--- config.mk ---
export PLATFORM = sky130hd
export DESIGN_NAME = refresh_interleave_sched
export DESIGN_NICKNAME = d
export VERILOG_FILES = /design/src/rtl/refresh_pkg.sv /design/src/rtl/refresh_rank_ctrl.sv /design/src/rtl/refresh_interleave_sched.sv
export SDC_FILE = /design/constraint.sdc
export NUM_CORES = 1
export LEC_CHECK = 0
export CORE_ASPECT_RATIO = 1.1
export CORE_MARGIN = 3
export CORE_UTILIZATION = 51
export CTS_CLUSTER_SIZE = 8
export DETAILED_ROUTE_END_ITERATION = 12
export GPL_TIMING_DRIVEN = 0
export HOLD_SLACK_MARGIN = 0.05
export PLACE_DENSITY = 0.68
export SYNTH_ARGS = -nofsm -noshare
export SYNTH_HDL_FRONTEND = slang
export SYNTH_SLANG_ARGS = --single-unit
export TNS_END_PERCENT = 5
--- constraint.sdc ---
create_clock -name ck_t -period 5.5 [get_ports ck_t]
set_input_delay 0.55 -clock ck_t [delete_from_list [all_inputs] [get_ports ck_t]]
set_output_delay 0.55 -clock ck_t [all_outputs]
set_load 0.1 [all_outputs]
--- src/rtl/refresh_pkg.sv ---
// Shared types and helpers for the DDR4 refresh scheduler: command record and
// bank-sequence stepping used by the per-rank controllers.
package refresh_pkg;

   localparam int MAX_RWIDTH   = 4;
   localparam int MAX_BGWIDTH  = 4;
   localparam int MAX_BAWIDTH  = 4;
   localparam int DEF_BGWIDTH  = 2;
   localparam int DEF_BAWIDTH  = 2;
   localparam int DEF_NBANKS   = 2**(DEF_BGWIDTH + DEF_BAWIDTH);

   // Fields are sized for the widest supported geometry; users slice them down.
   typedef struct packed {
      logic [MAX_RWIDTH-1:0]  rank;
      logic [MAX_BGWIDTH-1:0] bg;
      logic [MAX_BAWIDTH-1:0] ba;
      logic                   all;
      logic                   urgent;
   } ref_cmd_t;

   // Bank index is bg*2**baw+ba. Order 0 steps ba fastest, order 1 steps bg fastest.
   function automatic int next_bank(input int idx, input int order, input int bgw, input int baw);
      int bg;
      int ba;
      int nb;
      nb = 1 << (bgw + baw);
      if (order == 0) begin
         return (idx + 1) % nb;
      end
      bg = idx >> baw;
      ba = idx % (1 << baw);
      if (bg == (1 << bgw) - 1) begin
         bg = 0;
         ba = (ba + 1) % (1 << baw);
      end else begin
         bg = bg + 1;
      end
      return (bg << baw) + ba;
   endfunction

endpackage

--- src/rtl/refresh_rank_ctrl.sv ---
// Per-rank refresh bookkeeping: tREFI credit counter, per-bank round bitmap,
// per-bank tRFC lock timers and the next REF candidate for this rank.
module refresh_rank_ctrl
   import refresh_pkg::*;
#(
   parameter int  BGWIDTH     = 2,
   parameter int  BAWIDTH     = 2,
   parameter int  TREFI       = 10400,
   parameter int  TRFC_AB     = 467,
   parameter int  TRFC_PB     = 200,
   parameter int  MAXPOSTPONE = 8,
   parameter int  ORDER       = 1,
   localparam int NBANKS      = 2**(BGWIDTH + BAWIDTH),
   localparam int IDXW        = BGWIDTH + BAWIDTH
) (
   input  logic                   ck_t,
   input  logic                   reset,
   input  logic                   en,
   input  logic                   mode_pb,
   input  logic [NBANKS-1:0]      bank_busy,
   input  logic                   fire,
   input  logic                   fire_all,
   input  logic [MAX_BGWIDTH-1:0] fire_bg,
   input  logic [MAX_BAWIDTH-1:0] fire_ba,
   output logic                   cand_valid,
   output logic                   cand_all,
   output logic                   cand_urgent,
   output logic [IDXW-1:0]        cand_bank,
   output logic [NBANKS-1:0]      refreshing
);

   localparam int CNTW = (TREFI > 1) ? $clog2(TREFI) : 1;
   localparam int CRW  = $clog2(MAXPOSTPONE + 1);
   localparam int TW   = $clog2(((TRFC_AB > TRFC_PB) ? TRFC_AB : TRFC_PB) + 1);

   logic [CNTW-1:0]   refi_cnt_reg;
   logic [CRW-1:0]    credit_reg;
   logic [CRW-1:0]    credit_next;
   logic [NBANKS-1:0] bitmap_reg;
   logic [NBANKS-1:0] bank_hit;
   logic [IDXW-1:0]   last_bank_reg;
   logic [IDXW-1:0]   search_idx;
   logic [IDXW-1:0]   pb_bank;
   logic              round_pb_reg;
   logic              eff_pb;
   logic              urgent;
   logic              tick;
   logic              pb_fire;
   logic              round_done;
   logic              consume;
   logic              all_ok;
   logic              pb_found;
   logic [TW-1:0]     timer_reg [NBANKS];

   assign tick       = en && (refi_cnt_reg == CNTW'(TREFI - 1));
   assign urgent     = (credit_reg == CRW'(MAXPOSTPONE));
   // The mode is only followed between rounds; an open round keeps per-bank mode.
   assign eff_pb     = (bitmap_reg == '0) ? mode_pb : round_pb_reg;
   assign pb_fire    = fire && !fire_all;
   assign round_done = pb_fire && ((bitmap_reg | bank_hit) == '1);
   assign consume    = (fire && fire_all) || round_done;
   assign all_ok     = (refreshing == '0) && (urgent || (bank_busy == '0));

   always_comb begin
      credit_next = credit_reg;
      if (tick && !consume && !urgent) begin
         credit_next = credit_reg + 1'b1;
      end else if (!tick && consume && (credit_reg != '0)) begin
         credit_next = credit_reg - 1'b1;
      end
   end

   // Walk the bank sequence starting after the last issued bank; busy banks are skipped.
   always_comb begin
      pb_found   = 1'b0;
      pb_bank    = '0;
      search_idx = last_bank_reg;
      for (int k = 0; k < NBANKS; k++) begin
         search_idx = IDXW'(next_bank(int'(search_idx), ORDER, BGWIDTH, BAWIDTH));
         if (!pb_found && !bitmap_reg[search_idx] && !refreshing[search_idx] &&
             (urgent || !bank_busy[search_idx])) begin
            pb_found = 1'b1;
            pb_bank  = search_idx;
         end
      end
   end

   assign cand_valid  = (credit_reg != '0) && (eff_pb ? pb_found : all_ok);
   assign cand_all    = !eff_pb;
   assign cand_urgent = urgent;
   assign cand_bank   = eff_pb ? pb_bank : '0;

   always_ff @(posedge ck_t) begin
      if (reset) begin
         refi_cnt_reg  <= '0;
         credit_reg    <= '0;
         bitmap_reg    <= '0;
         last_bank_reg <= IDXW'(NBANKS - 1);
         round_pb_reg  <= 1'b0;
      end else begin
         if (en) begin
            refi_cnt_reg <= tick ? '0 : refi_cnt_reg + 1'b1;
         end
         credit_reg <= credit_next;
         if (bitmap_reg == '0) begin
            round_pb_reg <= mode_pb;
         end
         if (pb_fire) begin
            round_pb_reg  <= 1'b1;
            last_bank_reg <= {fire_bg[BGWIDTH-1:0], fire_ba[BAWIDTH-1:0]};
            bitmap_reg    <= round_done ? '0 : (bitmap_reg | bank_hit);
         end
      end
   end

   for (genvar gi = 0; gi < NBANKS; gi++) begin : g_bank
      assign bank_hit[gi] = fire && (fire_all ||
                            ((fire_bg == MAX_BGWIDTH'(gi / (2**BAWIDTH))) &&
                             (fire_ba == MAX_BAWIDTH'(gi % (2**BAWIDTH)))));

      always_ff @(posedge ck_t) begin
         if (reset) begin
            timer_reg[gi] <= '0;
         end else if (bank_hit[gi]) begin
            timer_reg[gi] <= fire_all ? TW'(TRFC_AB) : TW'(TRFC_PB);
         end else if (timer_reg[gi] != '0) begin
            timer_reg[gi] <= timer_reg[gi] - 1'b1;
         end
      end

      assign refreshing[gi] = (timer_reg[gi] != '0);
   end

endmodule

--- src/rtl/refresh_interleave_sched.sv ---
// DDR4 refresh command generator: per-rank controllers feed a rank arbiter
// (urgent first, then round-robin) and a registered valid/ready command stage.
module refresh_interleave_sched
   import refresh_pkg::*;
#(
   parameter int  RANKS       = 1,
   parameter int  BGWIDTH     = 2,
   parameter int  BAWIDTH     = 2,
   parameter int  TREFI       = 10400,
   parameter int  TRFC_AB     = 467,
   parameter int  TRFC_PB     = 200,
   parameter int  MAXPOSTPONE = 8,
   parameter int  ORDER       = 1,
   localparam int RWIDTH      = (RANKS > 1) ? $clog2(RANKS) : 1,
   localparam int NBANKS      = 2**(BGWIDTH + BAWIDTH),
   localparam int IDXW        = BGWIDTH + BAWIDTH
) (
   input  logic                    ck_t,
   input  logic                    reset,
   input  logic                    en,
   input  logic                    mode_pb,
   input  logic [RANKS*NBANKS-1:0] bank_busy,
   output logic                    ref_valid,
   input  logic                    ref_ready,
   output logic [RWIDTH-1:0]       ref_rank,
   output logic [BGWIDTH-1:0]      ref_bg,
   output logic [BAWIDTH-1:0]      ref_ba,
   output logic                    ref_all,
   output logic                    ref_urgent,
   output logic [RANKS*NBANKS-1:0] bank_refreshing
);

   logic [RANKS-1:0]  cand_valid;
   logic [RANKS-1:0]  cand_all;
   logic [RANKS-1:0]  cand_urgent;
   logic [RANKS-1:0]  rank_fire;
   logic [IDXW-1:0]   cand_bank [RANKS];
   logic              valid_reg;
   logic              fire;
   ref_cmd_t          cmd_reg;
   ref_cmd_t          cmd_next;
   logic [RWIDTH-1:0] last_rank_reg;
   logic [RWIDTH-1:0] rr_idx;
   logic [RWIDTH-1:0] urg_rank;
   logic [RWIDTH-1:0] any_rank;
   logic [RWIDTH-1:0] pick;
   logic              urg_found;
   logic              any_found;

   assign fire = valid_reg && ref_ready;

   for (genvar gi = 0; gi < RANKS; gi++) begin : g_rank
      assign rank_fire[gi] = fire && (cmd_reg.rank == MAX_RWIDTH'(gi));

      refresh_rank_ctrl #(
         .BGWIDTH     (BGWIDTH),
         .BAWIDTH     (BAWIDTH),
         .TREFI       (TREFI),
         .TRFC_AB     (TRFC_AB),
         .TRFC_PB     (TRFC_PB),
         .MAXPOSTPONE (MAXPOSTPONE),
         .ORDER       (ORDER)
      ) u_rank (
         .ck_t        (ck_t),
         .reset       (reset),
         .en          (en),
         .mode_pb     (mode_pb),
         .bank_busy   (bank_busy[gi*NBANKS +: NBANKS]),
         .fire        (rank_fire[gi]),
         .fire_all    (cmd_reg.all),
         .fire_bg     (cmd_reg.bg),
         .fire_ba     (cmd_reg.ba),
         .cand_valid  (cand_valid[gi]),
         .cand_all    (cand_all[gi]),
         .cand_urgent (cand_urgent[gi]),
         .cand_bank   (cand_bank[gi]),
         .refreshing  (bank_refreshing[gi*NBANKS +: NBANKS])
      );
   end

   // Both searches start at the rank after the last one that fired.
   always_comb begin
      urg_found = 1'b0;
      any_found = 1'b0;
      urg_rank  = '0;
      any_rank  = '0;
      rr_idx    = '0;
      for (int k = 1; k <= RANKS; k++) begin
         rr_idx = RWIDTH'((int'(last_rank_reg) + k) % RANKS);
         if (!urg_found && cand_valid[rr_idx] && cand_urgent[rr_idx]) begin
            urg_found = 1'b1;
            urg_rank  = rr_idx;
         end
         if (!any_found && cand_valid[rr_idx]) begin
            any_found = 1'b1;
            any_rank  = rr_idx;
         end
      end
      pick = urg_found ? urg_rank : any_rank;
   end

   always_comb begin
      cmd_next        = '0;
      cmd_next.rank   = MAX_RWIDTH'(pick);
      cmd_next.bg     = MAX_BGWIDTH'(cand_bank[pick][IDXW-1:BAWIDTH]);
      cmd_next.ba     = MAX_BAWIDTH'(cand_bank[pick][BAWIDTH-1:0]);
      cmd_next.all    = cand_all[pick];
      cmd_next.urgent = cand_urgent[pick];
   end

   // The offer is frozen until accepted; a new candidate is taken only while idle.
   always_ff @(posedge ck_t) begin
      if (reset) begin
         valid_reg     <= 1'b0;
         cmd_reg       <= '0;
         last_rank_reg <= RWIDTH'(RANKS - 1);
      end else if (valid_reg) begin
         if (ref_ready) begin
            valid_reg     <= 1'b0;
            last_rank_reg <= cmd_reg.rank[RWIDTH-1:0];
         end
      end else if (any_found) begin
         valid_reg <= 1'b1;
         cmd_reg   <= cmd_next;
      end
   end

   assign ref_valid  = valid_reg;
   assign ref_rank   = cmd_reg.rank[RWIDTH-1:0];
   assign ref_bg     = cmd_reg.bg[BGWIDTH-1:0];
   assign ref_ba     = cmd_reg.ba[BAWIDTH-1:0];
   assign ref_all    = cmd_reg.all;
   assign ref_urgent = cmd_reg.urgent;

endmodule

Word level (Yosys, flattened, before mapping) --
Memories as Yosys holds them, arrays and structs flattened. Cells that the tools add are included.
Operators by class: $add $sub $neg 67, order comparisons 16, eq/ne operators 25, mux-type cells 319, bitwise gates (word level) 50, reductions and logical operators 232
Operator list (count):
- two-way mux 9 bit | 33
- binary-select mux 1 bit (select 4 bit) | 48
- two-way mux 1 bit | 185
- nonzero test 9 bit | 16
- subtractor 9 x 1 -> 9 bit (second input constant) | 16
- two-way mux 4 bit | 35
- logical AND 1 bit | 90
- < comparator 4 x 5 -> 1 bit (second input constant) | 16
- zero test 1 bit | 68
- adder 2 x 1 -> 2 bit (second input constant) | 32
- adder 4 bit | 16
- zero test 16 bit | 3
- == test 2 x 1 -> 1 bit (second input constant) | 18
- logical OR 1 bit | 34
- two-way mux 2 bit | 16
- OR 1 bit | 32
- OR reduction 2 bit | 16
- AND 1 bit (first input constant) | 16
- == test 16 bit (second input constant) | 1
- two-way mux 16 bit | 1
- OR 16 bit | 1
- adder 14 x 1 -> 14 bit (second input constant) | 1
- == test 14 bit (second input constant) | 1
- two-way mux 14 bit | 1
- other kinds (9) | 13
Storage, ports and cells: register bits 46, bits in writable memories 144, input port bits 21, output and inout bits 24, word-level logic and storage cells 720, memories kept 1
Memory list:
- g_rank[0].u_rank.timer_reg | words 16, width 9, rd ports 16, clocked after memory_dff 0, write ports 16, RTL line refresh_rank_ctrl.sv:53 | logic [TW-1:0] timer_reg [NBANKS];

Longest topological paths before layout --
depth in word-level cells 92, mapped depth 22, gate-level depth less buffers 17

By module --
From an unflattened synthesis, not the netlist that was laid out.
Second synthesis, totals: cells, all modules 2437, area, all modules 19741.4 um2
By module, submodules not included:
- refresh_rank_ctrl | instances 1, cells an instance 2405, area each 19402.4 um2, sequential area each 5104.9 um2
- refresh_interleave_sched | instances 1, cells an instance 32, area each 339.1 um2, sequential area each 140.1 um2

Worst setup path after synthesis --
Ideal clock, no wire load.
path type flip-flop to flip-flop, start point mem g_rank[0].u_rank.timer_reg[0][0] (netlist name), end point reg cmd_reg, in the netlist ref_ba[1], library setup time 0.069 ns, arrival time 5.052 ns, data required time 5.431 ns, path slack 0.379 ns, stages on the path, launching flop included 17, path buffers 0, period minus slack after synthesis 5.121 ns, cell sequence edfxtp_1 > inv_1 > ha_1 > or4b_2 > nor2_1 > clkinv_1 > a41oi_1 > mux2i_1 > a2111oi_0 > o311ai_0 > a311oi_1 > nor4b_4 > nand4_2 > o41ai_4 > or3_4 > a221o_1 > o21ai_1
RTL lines:
- start, declared | RTL line refresh_rank_ctrl.sv:53
- end signal, assigned | RTL line refresh_interleave_sched.sv:124 | cmd_reg <= cmd_next;
- end, declared | RTL line refresh_interleave_sched.sv:40 | ref_cmd_t cmd_reg;

==> summary.md <==
| Metric | Value |
|---|---|
| Fin crit share | `105%` |
| Status | `complete, but fails checks` |
| Most used cell, CP | `nor2_1` |
| Skew-Pair Late Insertion Delay | `between 0.4 and 0.5 ns` |
| First drt pass iteration count | `6` |
| Asr flop ratio synth | `0%` |
| Largest register FFs | `144` |
| Distinct cells, synth | `around 110` |
| Syn_nets | `2,526` |
| Final worst path period need | `5.78 ns` |
| Post-DP HPWL | `around 75 mm` |
| First-pass GRT wire length | `146 mm` |
| Area of the core | `38,300 µm²` |
| Slew Limit Fails | `0` |
| Kind of cell adding the most delay to the critical path | `simple AND/OR/NAND/NOR gates` |
| Met2 Usage GRT | `about 72%` |
| Final setup viols | `4` |
| Clk slew on worst S/H paths | `about 0.08 ns` |
| Top Ports | `45` |
| Crit path kind | `flip-flop to flip-flop` |
| R2r setup slk | `-0.28 ns` |
| Largest cells by area after synthesis | `edfxtp_1, nor2_1, nand2_1, dfxtp_1, mux4_2` |
| Worst setup EP type | `flip-flop` |
| IO Port Bufs | `40` |
| Root Driver | `clkbuf_16` |
| Total CTS buffers | `17` |
| Leakage power | `8.30 nW` |
| Number of global-route vias before repair | `21,600` |
| Die W | `around 190 µm` |
| CP bufs+invs | `4` |
| Post-route ant nets | `0` |
| Max clock buf depth | `2` |
| Sequential share of the synthesized area | `26.5%` |
| Post-synth EDFFs | `144` |
| Slew margin rel. | `16.2%` |
| Wirelength per Cell | `33.4 µm` |
| CTS Sinks | `190` |
| Slew @ Worst Pin | `1.25 ns` |
| Fin Setup TNS | `-1.00 ns` |
| Die H | `213 µm` |
| Vias | `~23,000` |
| CTS tree | `yes` |
| Vias per Instance | `7.43` |
| Dpl ws | `-2.02 ns` |
| Ys Warns | `0` |
| Largest net degree at the start of global routing | `20` |
| Violated checks | `negative setup slack` |
| Share of Yosys cell area claimed by the top area cell type | `21.8%` |
| Ys flop type | `edfxtp_1` |
| Critical-path top delay cell | `or4b_2` |
| Final setup margin | `-0.276 ns` |
| CP peak stage delay | `0.73 ns` |
| Tightest Hold Check Type | `flip-flop to flip-flop` |
| RSZ-0062 raised after global routing | `true` |
| Cell Rows | `75` |
| Fmax | `173 MHz` |
| Netlist Area Pre-Place | `19,800 µm²` |
| Flip-flop and latch count after synthesis | `190` |
| RD Place Congestion | `1.09` |
| DIE AREA | `41,200 µm²` |
| Initial Utilization | `51.7%` |
| Layout cells sized above 1 | `between 10% and 20%` |
| Hold Vio Cnt, Final | `0` |
| Congestion Overflow GR | `0` |
| DRC | `0` |
| DR iter-0 viols | `3,583` |
| Power Dens Cells | `roughly 390 nW/µm²` |
| Max VDD drop | `0.431 mV` |
| CP cell instances | `inv_1 -> ha_1 -> or4b_2 -> nor2_1 -> clkinv_2 -> nor2_2 -> nor3_1 -> nor4_1 -> a21oi_1 -> a2111oi_4 -> buf_4 -> buf_4 -> nor2_1 -> nor2_1 -> o2111ai_1 -> or3_1 -> a22o_1` |
| Yosys top cell by area | `edfxtp_1` |
| Arrival time worst endpoint | `6.13 ns` |
| Critical Path Fanout Max | `10` |
| Syn-to-layout area delta | `14.5%` |
| CP startpoint kind | `flip-flop` |
| Syn Inst Count | `2,464` |
| Drt total wl | `103 mm` |
| Initial antenna violation count | `5` |
| Syn_area_per_cell | `8.04 µm²` |
| H-tree levels | `4` |
| Busiest grt layer | `met2` |
| Final #Nets | `2,630` |
| M1 GR Usage | `55.2%` |
| CP required | `5.86 ns` |
| Clk_skew | `~0.015 ns` |
| Power Total | `approximately 8.8 mW` |
| Total track usage | `47.9%` |
| Hold_buf cts | `0` |
| Grt met3 use | `15.4%` |
| Max Cap Viol | `0` |
## layout make-up
type / instances / area, µm²
Antenna cell: 1 / 2.50
Buffer: 189 / 951
Clock buffer: 20 / 447
Clock inverter: 12 / 135
Fill cell: 3395 / 15600
Inverter: 63 / 248
Multi-Input combinational cell: 2019 / 14200
Sequential cell: 190 / 5250
Tap cell: 500 / 626
Timing Repair Buffer: 88 / 803
## worst paths after layout
check | start | endpoint | depth (start not counted)
setup / recovery | g_rank[0].u_rank.timer_reg[0][36] | ref_bg[0] | 17
hold reg to reg | g_rank[0].u_rank.refi_cnt_reg[3] | g_rank[0].u_rank.refi_cnt_reg[3] | 2
setup reg to reg | g_rank[0].u_rank.timer_reg[0][36] | ref_bg[0] | 17
hold / removal | g_rank[0].u_rank.refi_cnt_reg[3] | g_rank[0].u_rank.refi_cnt_reg[3] | 2
## Yosys cell counts (19+ instances only)
library cell,instances
a211oi_1,32
a21oi_1,132
a31oi_1,26
buf_1,20
buf_2,25
buf_4,19
clkbuf_1,125
dfxtp_1,46
edfxtp_1,144
ha_1,40
inv_1,55
mux2_2,24
mux2i_1,77
mux4_2,40
nand2_1,267
nand2b_1,19
nand3_1,80
nand4_1,35
nor2_1,314
nor3_1,111
nor4_1,48
o211ai_1,28
o21ai_0,149
o22ai_1,38
o31ai_1,23
or3_1,25
or4_1,24
xnor2_1,98
xor2_1,43
## cell usage in the layout, fill, tap and decap left out, types with 19 or more instances in the layout
| master | n |
|---|---|
| mux4_2 | 40 |
| xnor2_1 | 88 |
| nor2_1 | 301 |
| clkbuf_2 | 28 |
| nand2b_1 | 19 |
| nand2_1 | 260 |
| mux2_2 | 24 |
| or3_1 | 24 |
| nor3_1 | 101 |
| nor4_1 | 44 |
| ha_1 | 37 |
| mux2i_1 | 74 |
| o21ai_0 | 144 |
| xor2_1 | 39 |
| o31ai_1 | 22 |
| or4_1 | 24 |
| buf_4 | 66 |
| clkbuf_1 | 90 |
| nand4_1 | 35 |
| a31oi_1 | 24 |
| a21oi_1 | 130 |
| clkdlybuf4s50_1 | 40 |
| edfxtp_1 | 144 |
| dfxtp_1 | 44 |
| inv_1 | 54 |
| buf_2 | 22 |
| a211oi_1 | 29 |
| o22ai_1 | 38 |
| nand3_1 | 79 |
| o211ai_1 | 28 |
## through the flow
stage               instance area, µm²  std cells  utilization, %  hold WS [ns]
finish                           22700       3082            59.2         0.529
global route                     22700       3081            59.2         0.537
CTS                              22300       3067            58.4         0.521
detailed placement               20900       3008            54.6         0.501
global placement                 20800       3004            54.4         0.489
floorplan                        19800       2464               -         0.472
## per-layer routing
metal | wire length (µm) | part of all wire (%) | up-vias
met2 | 43300 | 42 | 2055
met1 | 34700 | 34 | 10700
met4 | 11100 | 11 | 6
li1 | - | - | 9466
met5 | 46 | 0.045 | -
met3 | 13700 | 13 | 632
## repair_timing
| action | CTS | global route |
|---|---|---|
| gates cloned | 1 | 0 |
| hold endpoints to repair | 0 | 0 |
| buffers inserted | 28 | 16 |
| setup endpoints to repair | 7 | 9 |
| pin swaps | 24 | 20 |
| resized for setup | 149 | 80 |
## cell families (layout without fill, tap and decap cells)
logic type      after synthesis  in the layout  share of synthesized area, %
flops                       190            190                          26.5
buf+inv                     256            372                          5.49
xor+xnor                    162            162                          8.51
other cells                   1              2                        0.0189
compound gates              611            611                          20.7
fa+ha+maj                    45             45                          2.83
mux                         141            141                          9.80
simple gates               1058           1059                          26.2
## power breakdown
group          internal (mW)  switching [mW]  leakage [nW]  total [mW]
sequential              2.14           0.373          2.04        2.52
clock                  0.687           0.596         0.281        1.28
combinational           1.63            3.41          5.98        5.04
## worst register-to-register path, delay by kind of cell (launching register included)
family	cells	cell delay (ns)
buffers and inverters	4	1.13
AO/OA/AOI/OAI	4	1.07
AND/OR/NAND/NOR	8	2.86
adder cells (fa/ha/maj)	1	0.17
flip-flops	1	0.43
No activity file was read; power rests on OpenSTA's default activity.
